==> src/rtl/uart_pkg.sv <==
// Shared types and helpers for the parametrised UART core.
package uart_pkg;

    typedef enum logic [1:0] {
        PAR_NONE = 2'd0,
        PAR_ODD  = 2'd1,
        PAR_EVEN = 2'd2
    } parity_e;

    typedef enum logic [2:0] {
        TX_IDLE,
        TX_START,
        TX_DATA,
        TX_PARITY,
        TX_STOP
    } tx_state_e;

    typedef enum logic [2:0] {
        RX_IDLE,
        RX_START,
        RX_DATA,
        RX_PARITY,
        RX_STOP,
        RX_WAIT_HIGH
    } rx_state_e;

    localparam int RX_FIFO_DEPTH = 4;

    // Rounded clock cycles per bit.
    function automatic int baud_div(input int clk_freq, input int baudrate);
        return (clk_freq + baudrate / 2) / baudrate;
    endfunction

endpackage

==> src/rtl/uart_rx_fifo.sv <==
// First-word-fall-through RX FIFO; used by uart_core when UART_RX_FIFO_EN is defined.
module uart_rx_fifo
    import uart_pkg::*;
#(
    parameter int WIDTH = 9
) (
    input  logic             clk_i,
    input  logic             rst_ni,
    input  logic             push_i,
    input  logic [WIDTH-1:0] data_i,
    input  logic             pop_i,
    output logic [WIDTH-1:0] data_o,
    output logic             empty_o,
    output logic             full_o
);

    localparam int AW = $clog2(RX_FIFO_DEPTH);

    logic [WIDTH-1:0] r_mem [RX_FIFO_DEPTH];
    logic [AW:0]      r_wr_ptr;
    logic [AW:0]      r_rd_ptr;
    logic             w_do_push;
    logic             w_do_pop;

    assign empty_o   = (r_wr_ptr == r_rd_ptr);
    assign full_o    = (r_wr_ptr[AW] != r_rd_ptr[AW]) && (r_wr_ptr[AW-1:0] == r_rd_ptr[AW-1:0]);
    assign w_do_pop  = pop_i && !empty_o;
    // A push into a full FIFO is only legal when the head leaves in the same cycle.
    assign w_do_push = push_i && (!full_o || w_do_pop);
    assign data_o    = r_mem[r_rd_ptr[AW-1:0]];

    always_ff @(posedge clk_i or negedge rst_ni) begin
        if (!rst_ni) begin
            r_wr_ptr <= '0;
            r_rd_ptr <= '0;
            for (int i = 0; i < RX_FIFO_DEPTH; i++) begin
                r_mem[i] <= '0;
            end
        end else begin
            if (w_do_push) begin
                r_mem[r_wr_ptr[AW-1:0]] <= data_i;
                r_wr_ptr                <= r_wr_ptr + (AW+1)'(1);
            end
            if (w_do_pop) begin
                r_rd_ptr <= r_rd_ptr + (AW+1)'(1);
            end
        end
    end

endmodule

==> src/rtl/uart_core.sv <==
// Parametrised full-duplex UART with valid/ready byte interfaces and error flags.
// Define UART_RX_FIFO_EN to replace the RX holding register with a 4-entry FIFO.
module uart_core
    import uart_pkg::*;
#(
    parameter int CLK_FREQ  = 40000000,
    parameter int BAUDRATE  = 115200,
    parameter int DATA_BITS = 8,
    parameter int PARITY    = 0,
    parameter int STOP_BITS = 1
) (
    input  logic                 clk_i,
    input  logic                 rst_ni,
    input  logic                 rx_i,
    output logic                 tx_o,
    input  logic [DATA_BITS-1:0] tx_data_i,
    input  logic                 tx_valid_i,
    output logic                 tx_ready_o,
    output logic [DATA_BITS-1:0] rx_data_o,
    output logic                 rx_valid_o,
    input  logic                 rx_ready_i,
    output logic                 rx_parity_err_o,
    output logic                 frame_err_o,
    output logic                 overrun_o
);

    localparam int      DIV         = baud_div(CLK_FREQ, BAUDRATE);
    localparam int      HALF        = DIV / 2;
    localparam int      CW          = $clog2(DIV + 1);
    localparam logic [CW-1:0] BIT_RELOAD  = CW'(DIV - 1);
    localparam logic [CW-1:0] HALF_RELOAD = CW'(HALF - 1);
    localparam logic [2:0]    LAST_DATA   = 3'(DATA_BITS - 1);
    localparam logic [2:0]    LAST_STOP   = 3'(STOP_BITS - 1);
    localparam parity_e PAR_MODE = (PARITY == 1) ? PAR_ODD : (PARITY == 2) ? PAR_EVEN : PAR_NONE;
    localparam bit      PAR_EN   = (PARITY != 0);

    if (DIV < 4 || DATA_BITS < 5 || DATA_BITS > 8 || PARITY < 0 || PARITY > 2 ||
        STOP_BITS < 1 || STOP_BITS > 2) begin : g_bad_param
        $error("uart_core: illegal parameter set");
    end

    // state        | meaning
    // TX_IDLE      | line high, ready for a byte
    // TX_START     | driving the start bit
    // TX_DATA      | shifting data bits out LSB first
    // TX_PARITY    | driving the parity bit
    // TX_STOP      | driving STOP_BITS stop bits
    // RX_IDLE      | waiting for a falling edge
    // RX_START     | half-bit wait, glitch rejection
    // RX_DATA      | sampling data bits mid-bit
    // RX_PARITY    | sampling the parity bit
    // RX_STOP      | sampling the first stop bit
    // RX_WAIT_HIGH | framing error seen, waiting for line to return high

    tx_state_e            r_tx_state;
    logic [CW-1:0]        r_tx_cnt;
    logic [2:0]           r_tx_bit;
    logic [DATA_BITS-1:0] r_tx_shift;
    logic                 r_tx_par;
    logic                 r_tx;
    logic                 r_tx_ready;

    assign tx_o       = r_tx;
    assign tx_ready_o = r_tx_ready;

    always_ff @(posedge clk_i or negedge rst_ni) begin
        if (!rst_ni) begin
            r_tx_state <= TX_IDLE;
            r_tx_cnt   <= '0;
            r_tx_bit   <= '0;
            r_tx_shift <= '0;
            r_tx_par   <= 1'b0;
            r_tx       <= 1'b1;
            r_tx_ready <= 1'b1;
        end else begin
            case (r_tx_state)
                TX_IDLE: begin
                    r_tx       <= 1'b1;
                    r_tx_ready <= 1'b1;
                    if (tx_valid_i && r_tx_ready) begin
                        r_tx_shift <= tx_data_i;
                        r_tx_par   <= (PAR_MODE == PAR_ODD) ? ~^tx_data_i : ^tx_data_i;
                        r_tx       <= 1'b0;
                        r_tx_ready <= 1'b0;
                        r_tx_cnt   <= BIT_RELOAD;
                        r_tx_state <= TX_START;
                    end
                end
                TX_START: begin
                    if (r_tx_cnt == '0) begin
                        r_tx       <= r_tx_shift[0];
                        r_tx_shift <= r_tx_shift >> 1;
                        r_tx_bit   <= '0;
                        r_tx_cnt   <= BIT_RELOAD;
                        r_tx_state <= TX_DATA;
                    end else begin
                        r_tx_cnt <= r_tx_cnt - CW'(1);
                    end
                end
                TX_DATA: begin
                    if (r_tx_cnt == '0) begin
                        r_tx_cnt <= BIT_RELOAD;
                        if (r_tx_bit == LAST_DATA) begin
                            r_tx_bit <= '0;
                            if (PAR_EN) begin
                                r_tx       <= r_tx_par;
                                r_tx_state <= TX_PARITY;
                            end else begin
                                r_tx       <= 1'b1;
                                r_tx_state <= TX_STOP;
                            end
                        end else begin
                            r_tx       <= r_tx_shift[0];
                            r_tx_shift <= r_tx_shift >> 1;
                            r_tx_bit   <= r_tx_bit + 3'd1;
                        end
                    end else begin
                        r_tx_cnt <= r_tx_cnt - CW'(1);
                    end
                end
                TX_PARITY: begin
                    if (r_tx_cnt == '0) begin
                        r_tx       <= 1'b1;
                        r_tx_bit   <= '0;
                        r_tx_cnt   <= BIT_RELOAD;
                        r_tx_state <= TX_STOP;
                    end else begin
                        r_tx_cnt <= r_tx_cnt - CW'(1);
                    end
                end
                TX_STOP: begin
                    if (r_tx_cnt == '0) begin
                        if (r_tx_bit == LAST_STOP) begin
                            r_tx_ready <= 1'b1;
                            r_tx_state <= TX_IDLE;
                        end else begin
                            r_tx_bit <= r_tx_bit + 3'd1;
                            r_tx_cnt <= BIT_RELOAD;
                        end
                    end else begin
                        r_tx_cnt <= r_tx_cnt - CW'(1);
                    end
                end
                default: begin
                    r_tx       <= 1'b1;
                    r_tx_state <= TX_IDLE;
                end
            endcase
        end
    end

    logic [1:0]           r_rx_sync;
    logic                 w_rx;
    rx_state_e            r_rx_state;
    logic [CW-1:0]        r_rx_cnt;
    logic [2:0]           r_rx_bit;
    logic [DATA_BITS-1:0] r_rx_shift;
    logic                 r_rx_par;
    logic                 r_rx_perr;
    logic                 r_frame_err;
    logic                 w_deliver;
    logic                 w_rx_perr;

    assign w_rx        = r_rx_sync[1];
    assign w_deliver   = (r_rx_state == RX_STOP) && (r_rx_cnt == '0) && w_rx;
    assign w_rx_perr   = PAR_EN ? r_rx_perr : 1'b0;
    assign frame_err_o = r_frame_err;

    always_ff @(posedge clk_i or negedge rst_ni) begin
        if (!rst_ni) begin
            r_rx_sync <= 2'b11;
        end else begin
            r_rx_sync <= {r_rx_sync[0], rx_i};
        end
    end

    always_ff @(posedge clk_i or negedge rst_ni) begin
        if (!rst_ni) begin
            r_rx_state  <= RX_IDLE;
            r_rx_cnt    <= '0;
            r_rx_bit    <= '0;
            r_rx_shift  <= '0;
            r_rx_par    <= 1'b0;
            r_rx_perr   <= 1'b0;
            r_frame_err <= 1'b0;
        end else begin
            r_frame_err <= 1'b0;
            case (r_rx_state)
                RX_IDLE: begin
                    if (!w_rx) begin
                        r_rx_cnt   <= HALF_RELOAD;
                        r_rx_state <= RX_START;
                    end
                end
                RX_START: begin
                    if (r_rx_cnt == '0) begin
                        if (w_rx) begin
                            r_rx_state <= RX_IDLE;
                        end else begin
                            r_rx_cnt   <= BIT_RELOAD;
                            r_rx_bit   <= '0;
                            r_rx_par   <= 1'b0;
                            r_rx_perr  <= 1'b0;
                            r_rx_state <= RX_DATA;
                        end
                    end else begin
                        r_rx_cnt <= r_rx_cnt - CW'(1);
                    end
                end
                RX_DATA: begin
                    if (r_rx_cnt == '0) begin
                        r_rx_shift <= {w_rx, r_rx_shift[DATA_BITS-1:1]};
                        r_rx_par   <= r_rx_par ^ w_rx;
                        r_rx_cnt   <= BIT_RELOAD;
                        if (r_rx_bit == LAST_DATA) begin
                            r_rx_state <= PAR_EN ? RX_PARITY : RX_STOP;
                        end else begin
                            r_rx_bit <= r_rx_bit + 3'd1;
                        end
                    end else begin
                        r_rx_cnt <= r_rx_cnt - CW'(1);
                    end
                end
                RX_PARITY: begin
                    if (r_rx_cnt == '0) begin
                        r_rx_perr  <= (PAR_MODE == PAR_ODD) ? ~(w_rx ^ r_rx_par) : (w_rx ^ r_rx_par);
                        r_rx_cnt   <= BIT_RELOAD;
                        r_rx_state <= RX_STOP;
                    end else begin
                        r_rx_cnt <= r_rx_cnt - CW'(1);
                    end
                end
                RX_STOP: begin
                    if (r_rx_cnt == '0) begin
                        if (w_rx) begin
                            r_rx_state <= RX_IDLE;
                        end else begin
                            r_frame_err <= 1'b1;
                            r_rx_state  <= RX_WAIT_HIGH;
                        end
                    end else begin
                        r_rx_cnt <= r_rx_cnt - CW'(1);
                    end
                end
                RX_WAIT_HIGH: begin
                    if (w_rx) begin
                        r_rx_state <= RX_IDLE;
                    end
                end
                default: r_rx_state <= RX_IDLE;
            endcase
        end
    end

    logic r_overrun;
    assign overrun_o = r_overrun;

`ifdef UART_RX_FIFO_EN
    logic               w_fifo_empty;
    logic               w_fifo_full;
    logic               w_pop;
    logic [DATA_BITS:0] w_fifo_rdata;

    assign w_pop           = !w_fifo_empty && rx_ready_i;
    assign rx_valid_o      = !w_fifo_empty;
    assign rx_data_o       = w_fifo_rdata[DATA_BITS-1:0];
    assign rx_parity_err_o = w_fifo_rdata[DATA_BITS];

    uart_rx_fifo #(
        .WIDTH (DATA_BITS + 1)
    ) u_rx_fifo (
        .clk_i   (clk_i),
        .rst_ni  (rst_ni),
        .push_i  (w_deliver),
        .data_i  ({w_rx_perr, r_rx_shift}),
        .pop_i   (w_pop),
        .data_o  (w_fifo_rdata),
        .empty_o (w_fifo_empty),
        .full_o  (w_fifo_full)
    );

    always_ff @(posedge clk_i or negedge rst_ni) begin
        if (!rst_ni) begin
            r_overrun <= 1'b0;
        end else begin
            r_overrun <= w_deliver && w_fifo_full && !w_pop;
        end
    end
`else
    logic [DATA_BITS-1:0] r_rx_data;
    logic                 r_rx_valid;
    logic                 r_rx_perr_hold;

    assign rx_valid_o      = r_rx_valid;
    assign rx_data_o       = r_rx_data;
    assign rx_parity_err_o = r_rx_perr_hold;

    // A consume in the delivery cycle frees the register, so the new byte wins.
    always_ff @(posedge clk_i or negedge rst_ni) begin
        if (!rst_ni) begin
            r_rx_data      <= '0;
            r_rx_valid     <= 1'b0;
            r_rx_perr_hold <= 1'b0;
            r_overrun      <= 1'b0;
        end else begin
            r_overrun <= 1'b0;
            if (w_deliver) begin
                if (r_rx_valid && !rx_ready_i) begin
                    r_overrun <= 1'b1;
                end else begin
                    r_rx_data      <= r_rx_shift;
                    r_rx_perr_hold <= w_rx_perr;
                    r_rx_valid     <= 1'b1;
                end
            end else if (r_rx_valid && rx_ready_i) begin
                r_rx_valid <= 1'b0;
            end
        end
    end
`endif

endmodule

==> config.mk <==
export PLATFORM = sky130hd
export DESIGN_NAME = uart_core
export DESIGN_NICKNAME = d
export VERILOG_FILES = /design/src/rtl/uart_pkg.sv /design/src/rtl/uart_rx_fifo.sv /design/src/rtl/uart_core.sv
export SDC_FILE = /design/constraint.sdc
export NUM_CORES = 1
export LEC_CHECK = 0
export ABC_AREA = 1
export CORE_ASPECT_RATIO = 1.25
export CORE_MARGIN = 3
export CORE_UTILIZATION = 35
export CTS_BUF_LIST = sky130_fd_sc_hd__clkbuf_8
export CTS_CLUSTER_SIZE = 14
export DETAILED_ROUTE_END_ITERATION = 10
export SYNTH_ARGS = -nofsm -noshare
export SYNTH_HDL_FRONTEND = slang
export SYNTH_HIERARCHICAL = 1
export SYNTH_SLANG_ARGS = --single-unit
==> constraint.sdc <==
create_clock -name clk_i -period 3 [get_ports clk_i]
set_clock_uncertainty 0.1 [all_clocks]
set_input_delay 0.6 -clock clk_i [delete_from_list [all_inputs] [get_ports clk_i]]
set_output_delay 0.6 -clock clk_i [all_outputs]
set_load 0.01 [all_outputs]
== Yosys cells after proc, flatten, opt, wreduce, memory -nomap -nowiden ==
Cells that the tools add are included.

* Bits in registers: 61
* Latch bits: 0
* Bits in writable memories: 0
* Bits in read-only memories: 0
* Input bits: 13
* Word-level logic and storage cells: 150
* Memories kept: 0

* Add/sub/neg operators: 4
* Multiply operators: 0
* Div/mod/pow operators: 0
* $lt $le $gt $ge: 0
* Eq/ne operators: 34
* Shift operators: 0
* Muxes and demuxes: 62
* Bitwise gates (word level): 2
* Reduce and logical (&&, ||, !) cells: 33

{| class="wikitable"
|+ Operators by type and width
! cell !! count
|-
| $mux 9 || 9
|-
| $mux 3 || 24
|-
| $ne 2x2->1 const B || 19
|-
| $pmux 9 s4 || 1
|-
| $mux 8 || 4
|-
| $pmux 9 s3 || 1
|-
| $pmux 8 s3 || 1
|-
| $logic_not 9->1 || 2
|-
| $pmux 3 s6 || 1
|-
| $sub 9x1->9 const B || 2
|-
| $eq 3x3->1 const B || 5
|-
| $mux 1 || 15
|-
| $pmux 3 s5 || 1
|-
| $reduce_and 5->1 || 3
|-
| $reduce_and 7->1 || 2
|-
| $eq 3x2->1 const B || 4
|-
| $logic_not 3->1 || 3
|-
| $pmux 3 s3 || 1
|-
| $reduce_bool 3->1 || 3
|-
| $reduce_and 4->1 || 2
|-
| $add 3x1->3 const B || 2
|-
| $eq 3x1->1 const B || 2
|-
| $ne 3x3->1 const B || 2
|-
| $pmux 3 s2 || 1
|-
| other kinds (13) || 25
|}

== Depth between registers and ports, before layout ==
Gate-level depths: netlist of run 1.

* Depth in word-level cells: 5
* Depth in mapped cells: 12
* Gate-level depth less buffers: 11

== Worst setup path after synthesis of run 1 ==
Ideal clock, no wire load.

* Path type: reg-to-reg
* Start point: register r_tx_cnt[0]
* End point: register r_tx_cnt[6]
* Setup time: 0.118 ns
* Arrival: 1.448 ns
* Data required time: 2.782 ns
* Setup slack: 1.334 ns
* Stages on the path, launching flop included: 13
* Buffers on the path: 1
* Cell sequence: dfrtp_1 inv_1 ha_1 nand2_2 nor2_4 nand3_4 clkinv_4 nand2_4 nand2_4 inv_4 buf_12 nor2_2 nor2_2

* Word-level cells in the longest chain between the ends: 3
* Elaborated cells on any way between the ends: 7
* Classes of those cells: add/sub (1); eq/ne (1); mux (3); reduce/logical (2)

{| class="wikitable"
|+ RTL lines
! element !! RTL line !! text
|-
| from (decl) || uart_core.sv:56 || <nowiki>logic [CW-1:0] r_tx_cnt;</nowiki>
|-
| from (signal assigned) || uart_core.sv:97 || <nowiki>r_tx_cnt <= r_tx_cnt - CW'(1);</nowiki>
|-
| from (signal assigned) || uart_core.sv:118 || <nowiki>r_tx_cnt <= r_tx_cnt - CW'(1);</nowiki>
|-
| from (signal assigned) || uart_core.sv:128 || <nowiki>r_tx_cnt <= r_tx_cnt - CW'(1);</nowiki>
|-
| $sub 9x1->9 / $logic_not 9->1 (equally long branches) || - ||
|-
| $mux 9, or another cell as far along || uart_core.sv:132 || <nowiki>if (r_tx_cnt == '0) begin</nowiki>
|-
| $pmux 9 s3 / $reduce_and 3->1 (equally long branches) || - ||
|}

Parallel ways exist; a longest one is shown, timed or not.
A chain may end at the register's enable or synchronous reset.

== Worst setup path after layout of run 1 ==
* Start point: register r_tx_ready, in the netlist tx_ready_o
* End point: output port tx_ready_o

{| class="wikitable"
|+ RTL lines
! element !! RTL line !! text
|-
| from (decl) || uart_core.sv:61 || <nowiki>logic r_tx_ready;</nowiki>
|-
| from (signal assigned) || uart_core.sv:74 || <nowiki>r_tx_ready <= 1'b1;</nowiki>
|-
| from (signal assigned) || uart_core.sv:79 || <nowiki>r_tx_ready <= 1'b1;</nowiki>
|-
| from (signal assigned) || uart_core.sv:84 || <nowiki>r_tx_ready <= 1'b0;</nowiki>
|-
| to (decl) || uart_core.sv:18 || <nowiki>output logic tx_ready_o,</nowiki>
|}

No word-level cell between the ends.

==> run_results.csv, run 1 <==
group,metric,value,unit
outcome,status,"finished, final reports clean",
worst_setup_path,crit_required,2300,ps
clocking,clkSinkCount,61,
synthesis,synth_compound_area_frac,0.119,
worst_setup_path,r2r_cells,8,
synthesis,synth-seq-cells,61,
clocking,cts_root_buf,"clkbuf_8",
power,p_leak,2.02,nW
synthesis,yosysSeqAreaShare,0.438,
detailed_routing,first_pass_iters,4,
clocking,clkTransAtPathRegs,70,ps
worst_setup_path,max_stage_delay,530,ps
cells_and_area,fin_area,4080,um2
cells_and_area,fill_cells,951,
detailed_routing,drtIter0Drc,160,
cells_and_area,final_common_cell,"nand2_1",
synthesis,synth-xor-area-share,0.00501,
detailed_routing,num_vias,2725,
die,die_h,118,um
synthesis,syn_inst,436,
sta,final_max_slew_viol_count,0,
clocking,worstSkewPairLatency,340,ps
cells_and_area,most-common-layout-cells,"126 x nand2_1, 57 x dfrtp_1, 56 x inv_1",
synthesis,avgSynthCellArea,8.02,um2
worst_setup_path,worstPathCellList,"clkdlybuf4s50_1",
synthesis,ys_warn_count,6,
sta,period_minus_slack,2100,ps
sta,hold_ws,260,ps
worst_setup_path,r2r_end,"r_tx_shift[0]$_DFFE_PN0P_",
worst_setup_path,cp-start-kind,"flop",
grt,gr-usage-met2,0.202,
die,initial_core_util,0.362,
grt,grt-busiest-layer,"met2",
worst_hold_path,hold_depth,0,
grt,grt_max_degree,62,
cells_and_area,area_growth,16.5,%
synthesis,synth_cell_types,34,
worst_setup_path,path_buf_inv,1,
worst_setup_path,worstPathArrival,1400,ps
detailed_routing,drtAntennaViolNets,0,
worst_setup_path,worstSetupPathType,"reg -> out",
clocking,cts_tree,"done",
placement,hpwl,4600,um
clocking,cts_max_path_buffers,2,
synthesis,synth-simple-area-share,0.313,
grt,antenna_found_initial,0,
die,die_w,95.4,um
worst_hold_path,holdPathEnd,"r_rx_sync[1]$_DFF_PN1_",
cells_and_area,antenna-diode-count,0,
detailed_routing,wl,6440,um
cells_and_area,nets,488,
synthesis,synth_fa_ha_area_frac,0.0286,
sta,finalHoldViolations,0,
synthesis,synth_fp_nets,457,
clocking,cts-resized-gates,0,
die,rows,40,
sta,slew_headroom,0.477,
clocking,cts_made_buffers,9,
die,ios,27,
placement,post-place-ws,1010,ps
cells_and_area,seqCellArea,1530,um2
die,dieArea,11200,um2
sta,fmax,476,MHz
sta,fin_ws,901,ps
worst_hold_path,min_path_type,"reg -> reg",
grt,met3_usage,0.0416,
clocking,htreeDepth,3,
detailed_routing,viasPerCell,4.56,
flow_run,drv_cap,0,
power,ir_drop,537,uV
synthesis,synthMuxAreaShare,0,
clocking,cts_setup_buffers,0,
sta,grt_setup_unrepaired,"no",
grt,grt_overflow,0,
placement,io_buffer_count,25,
grt,grtUsageTotal,0.129,
worst_setup_path,r2r_slack,1220,ps
detailed_routing,drcViolationCount,0,
sta,finalSetupViolCount,0,
grt,grtUsageMet1,0.165,
grt,grt_pass1_vias,2733,
clocking,hold_buffers,0,
worst_hold_path,hp-start,"r_rx_sync[0]$_DFF_PN1_",
sta,tns,0,ps
worst_setup_path,reg2reg_from,"r_tx_state[2]$_DFFE_PN0P_",
detailed_routing,wl_per_cell,10.8,um
worst_setup_path,critPathTopFamily,"flip-flops",
sta,tightest_slew,784,ps
placement,gp_congestion,0.820,
worst_setup_path,crit_slowest_cell,"dfstp_2",
worst_setup_path,crit_fanout,2,
cells_and_area,layout-drive-gt1-share,0.178,
cells_and_area,fin_util,0.422,
placement,placed_area,3840,um2
worst_setup_path,endpoint_kind,"output port",
die,core,9660,um2
sta,fin_crit_sh,0.700,
synthesis,synth_area,3500,um2
synthesis,synth_top_family_by_area,"simple AND/OR/NAND/NOR gates",
grt,grt_pass1_wl,11800,um
power,power_density,772,nW/um2
cells_and_area,multi_input_area,1630,um2
metrics by stage:
step	power (W)	std cells
2_1_floorplan	0.00211	436
3_3_place_gp	0.00227	582
3_5_place_dp	0.00229	582
4_1_cts	0.00320	598
5_1_grt	0.00341	598
6_report	0.00314	598
layout make-up:
| cell class | instances | share of cell area |
|---|---|---|
| clock buffer | 9 | 0.0304 |
| tap | 126 | 0.0387 |
| sequential | 61 | 0.376 |
| timing repair buffer | 26 | 0.0620 |
| inverter | 67 | 0.0642 |
| clock inverter | 7 | 0.0282 |
| multi-input combinational | 302 | 0.401 |
sequential cells by signal, indices dropped and copies added (netlist names):
name         count
r_tx_state       3
frame_err_o      1
r_rx_sync        2
tx_o             1
r_rx_cnt         9
r_rx_bit         3
rx_data_o        8
overrun_o        1
r_rx_shift       8
tx_ready_o       1
r_tx_shift       8
r_tx_cnt         9
rx_valid_o       1
r_rx_state       3
r_tx_bit         3
Yosys cell counts, drive strengths merged:
| library cell | number | area (um2) |
|---|---|---|
| nand2 | 141 | 587 |
| inv | 66 | 253 |
| o21ai | 59 | 352 |
| dfrtp | 57 | 1430 |
| nor2 | 42 | 260 |
| nand3 | 31 | 185 |
| ha | 8 | 100 |
| a21oi | 6 | 30.0 |
| buf | 6 | 72.6 |
| dfstp | 4 | 105 |
| nand4 | 3 | 33.8 |
| nor3 | 3 | 15.0 |
| o21bai | 2 | 15.0 |
| xor2 | 2 | 17.5 |
| a21boi | 1 | 7.51 |
| clkinv | 1 | 8.76 |
| conb | 1 | 3.75 |
| nand3b | 1 | 7.51 |
| nor4 | 1 | 6.26 |
| o31ai | 1 | 12.5 |
metal layers:
layer / vias to the layer above / share of wire
met5: - / 0
met4: 0 / 0.014
met3: 10 / 0.046
met2: 45 / 0.48
met1: 1231 / 0.46
li1: 1439 / -
how the worst max path moves through the flow:
| stage | startpoint | end | cells after the start | slack (ps) |
|---|---|---|---|---|
| floorplan | r_tx_cnt[0]$_DFFE_PN0P_ | r_tx_cnt[6]$_DFFE_PN0P_ | 12 | 1330 |
| global placement | rx_ready_i | rx_data_o[6]$_DFFE_PN0P_ | 6 | 1040 |
| detailed placement | rx_ready_i | rx_data_o[6]$_DFFE_PN0P_ | 6 | 1010 |
| CTS | tx_ready_o$_DFFE_PN1P_ | tx_ready_o | 1 | 880 |
| global route | tx_ready_o$_DFFE_PN1P_ | tx_ready_o | 1 | 850 |
| finish | tx_ready_o$_DFFE_PN1P_ | tx_ready_o | 1 | 900 |
power by group:
| group | switching (W) | total [W] | internal [W] |
|---|---|---|---|
| sequential | 0.0000985 | 0.00108 | 0.000983 |
| clock | 0.000337 | 0.000885 | 0.000549 |
| combinational | 0.000767 | 0.00118 | 0.000411 |
| total | 0.00120 | 0.00314 | 0.00194 |
logic make-up (layout without fill, tap and decap cells):
| kind of cell | count (synthesis) | after routing |
|---|---|---|
| buffers and inverters | 73 | 109 |
| other | 1 | 1 |
| and+or+nand+nor | 222 | 222 |
| adders and majority gates | 8 | 8 |
| DFF | 61 | 61 |
| xor gates and xnor gates | 2 | 2 |
| AOI/OAI and AO/OA | 69 | 69 |
Power figures use the tool's default switching activity.
==> run 2: changes to the inputs <==
==> constraint.sdc (replaced) <==
create_clock -name clk_i -period 1.95 [get_ports clk_i]
set_clock_uncertainty 0.1 [all_clocks]
set_input_delay 0.39 -clock clk_i [delete_from_list [all_inputs] [get_ports clk_i]]
set_output_delay 0.39 -clock clk_i [all_outputs]
set_load 0.01 [all_outputs]
==> run 2 against run 1 <==
Effect of this change:
- critical path depth unchanged
- cell count increased by 0.84%
- final area increased by 0.64%
- combinational power increased by 59%
- via count increased by 1.9%
- die area unchanged
- sequential share of layout area decreased by 0.24 points
- non-clock buffer count increased by 5
- register-to-register slack got worse by 1100 ps
- first-iteration DRC count decreased by 28%
- clock power increased by 44%
- critical endpoint is now tx_o
- largest cell class unchanged
- highest routed layer unchanged
==> run_results.csv, run 2 (same netlist as run 1, synthesis figures left out) <==
group,metric,value,unit
flow_run,drv_cap,0,
placement,io_buffer_count,25,
placement,gp_congestion,0.848,
worst_setup_path,crit_fanout,2,
detailed_routing,drtIter0Drc,116,
clocking,clkSinkCount,61,
clocking,cts-resized-gates,0,
worst_setup_path,critPathTopFamily,"flip-flops",
die,die_w,95.4,um
detailed_routing,first_pass_iters,4,
detailed_routing,wl,6590,um
clocking,cts_max_path_buffers,2,
sta,fmax,532,MHz
die,dieArea,11200,um2
grt,grt_pass1_wl,11500,um
sta,period_minus_slack,1880,ps
grt,grtUsageTotal,0.126,
power,comb_power_share,0.391,
grt,antenna_found_initial,0,
sta,grt_setup_unrepaired,"no",
worst_setup_path,cp-start-kind,"flop",
detailed_routing,viasPerCell,4.61,
sta,final_max_slew_viol_count,0,
grt,grt_overflow,0,
cells_and_area,antenna-diode-count,0,
worst_setup_path,max_stage_delay,530,ps
sta,finalHoldViolations,0,
placement,hpwl,4900,um
power,power_switching,0.00184,W
detailed_routing,drtAntennaViolNets,0,
detailed_routing,drcViolationCount,0,
cells_and_area,nets,493,
power,sequentialPowerShare,0.346,
power,ir_drop,1020,uV
die,rows,40,
cells_and_area,fill_cells,963,
cells_and_area,layout-drive-gt1-share,0.184,
cells_and_area,area_growth,17.2,%
power,p_leak,2.05,nW
clocking,cts_root_buf,"clkbuf_8",
sta,finalSetupViolCount,0,
sta,fin_crit_sh,0.964,
worst_setup_path,worstSetupPathType,"reg -> out",
die,core,9660,um2
sta,fin_ws,71.2,ps
die,die_h,118,um
placement,post-place-ws,166,ps
cells_and_area,most-common-layout-cells,"126 x nand2_1, 57 x dfrtp_1, 56 x inv_1",
worst_setup_path,endpoint_kind,"output port",
power,p_clk_frac,0.263,
clocking,cts_tree,"done",
cells_and_area,final_common_cell,"nand2_1",
detailed_routing,num_vias,2777,
worst_hold_path,min_path_type,"reg -> reg",
worst_setup_path,worstPathCellList,"clkdlybuf4s50_1",
sta,tns,0,ps
detailed_routing,wl_per_cell,10.9,um
cells_and_area,reg_top3,"r_rx_cnt: 9 flops, r_tx_cnt: 9 flops",
power,power_density,1170,nW/um2
power,p_sw_frac,0.382,
worst_setup_path,crit_slowest_cell,"dfstp_2",
clocking,clkTransAtPathRegs,70,ps
grt,grt_pass1_vias,2615,
clocking,cts_setup_buffers,0,
grt,grt_max_degree,38,
worst_setup_path,path_buf_inv,1,
die,initial_core_util,0.362,
clocking,htreeDepth,3,
worst_setup_path,worstPathArrival,1390,ps
power,intPower,0.00297,W
outcome,status,"finished, final reports clean",
clocking,worstSkewPairLatency,340,ps
clocking,cts_made_buffers,9,
die,ios,27,
worst_setup_path,crit_required,1460,ps
run 2: final cells by class:
class	count	area, um2	share of cell area
Sequential cell	61	1530	0.373
Tap cell	126	158	0.0384
Multi-Input combinational cell	302	1630	0.398
Timing Repair Buffer	31	293	0.0714
Clock buffer	11	151	0.0369
Clock inverter	5	73.8	0.0180
Inverter	67	262	0.0638
run 2: power groups by stage:
stage | Sequential (W) | Clock, W | Combinational (W)
after floorplan | 0.00165 | 0 | 0.00159
after global placement | 0.00168 | 0 | 0.00187
after detailed placement | 0.00168 | 0 | 0.00190
after CTS | 0.00167 | 0.00132 | 0.00191
after global routing | 0.00169 | 0.00137 | 0.00213
final | 0.00167 | 0.00127 | 0.00188
run 2: stage by stage:
| step | utilization | std cells | cell area [um2] | hold WS (ps) | total power, W |
|---|---|---|---|---|---|
| floorplan | - | 436 | 3500 | -5.59 | 0.00325 |
| global placement | 0.400 | 586 | 3870 | 248 | 0.00355 |
| detailed placement | 0.400 | 586 | 3870 | 249 | 0.00359 |
| CTS | 0.425 | 603 | 4100 | 252 | 0.00489 |
| global route | 0.425 | 603 | 4100 | 251 | 0.00519 |
| finish | 0.425 | 603 | 4100 | 250 | 0.00481 |
run 2: routing by layer:
layer  part of all wire  vias to the layer above  wire length, um  track usage
li1                   -                     1445                -            -
met3              0.041                       12              271       0.0307
met2               0.48                       41             3170        0.199
met5                  0                        -                0            0
met4              0.018                        0              116       0.0543
met1               0.46                     1279             3030        0.164
run 2: final timing paths:
check	from	to	slack (ps)	depth (start not counted)
worst max-delay path	tx_o$_DFFE_PN1P_	tx_o	70	1
worst min register to register	r_rx_sync[0]$_DFF_PN1_	r_rx_sync[1]$_DFF_PN1_	250	0
min in group asynchronous	rst_ni	r_rx_cnt[5]$_DFFE_PN0P_	480	3
max in group asynchronous	rst_ni	r_rx_sync[0]$_DFF_PN1_	850	3
worst min-delay path	r_rx_sync[0]$_DFF_PN1_	r_rx_sync[1]$_DFF_PN1_	250	0
worst max register to register	r_rx_cnt[0]$_DFFE_PN0P_	rx_data_o[6]$_DFFE_PN0P_	170	7
run 2: what timing repair did:
action	in CTS	in global routing
setup endpoints to repair	0	0
endpoints found under the hold margin	24	0
hold buffers	1	0
==> run 3: changes to the inputs <==
--- a/config.mk
+++ b/config.mk
@@ -10,6 +10,7 @@
 export CORE_MARGIN = 3
 export CORE_UTILIZATION = 35
 export CTS_BUF_LIST = sky130_fd_sc_hd__clkbuf_8
+export CTS_CLUSTER_DIAMETER = 120
 export CTS_CLUSTER_SIZE = 14
 export DETAILED_ROUTE_END_ITERATION = 10
 export SYNTH_ARGS = -nofsm -noshare
==> results of run 3 <==
No change in the layout: final DEF, timing and power equal those of run 2.
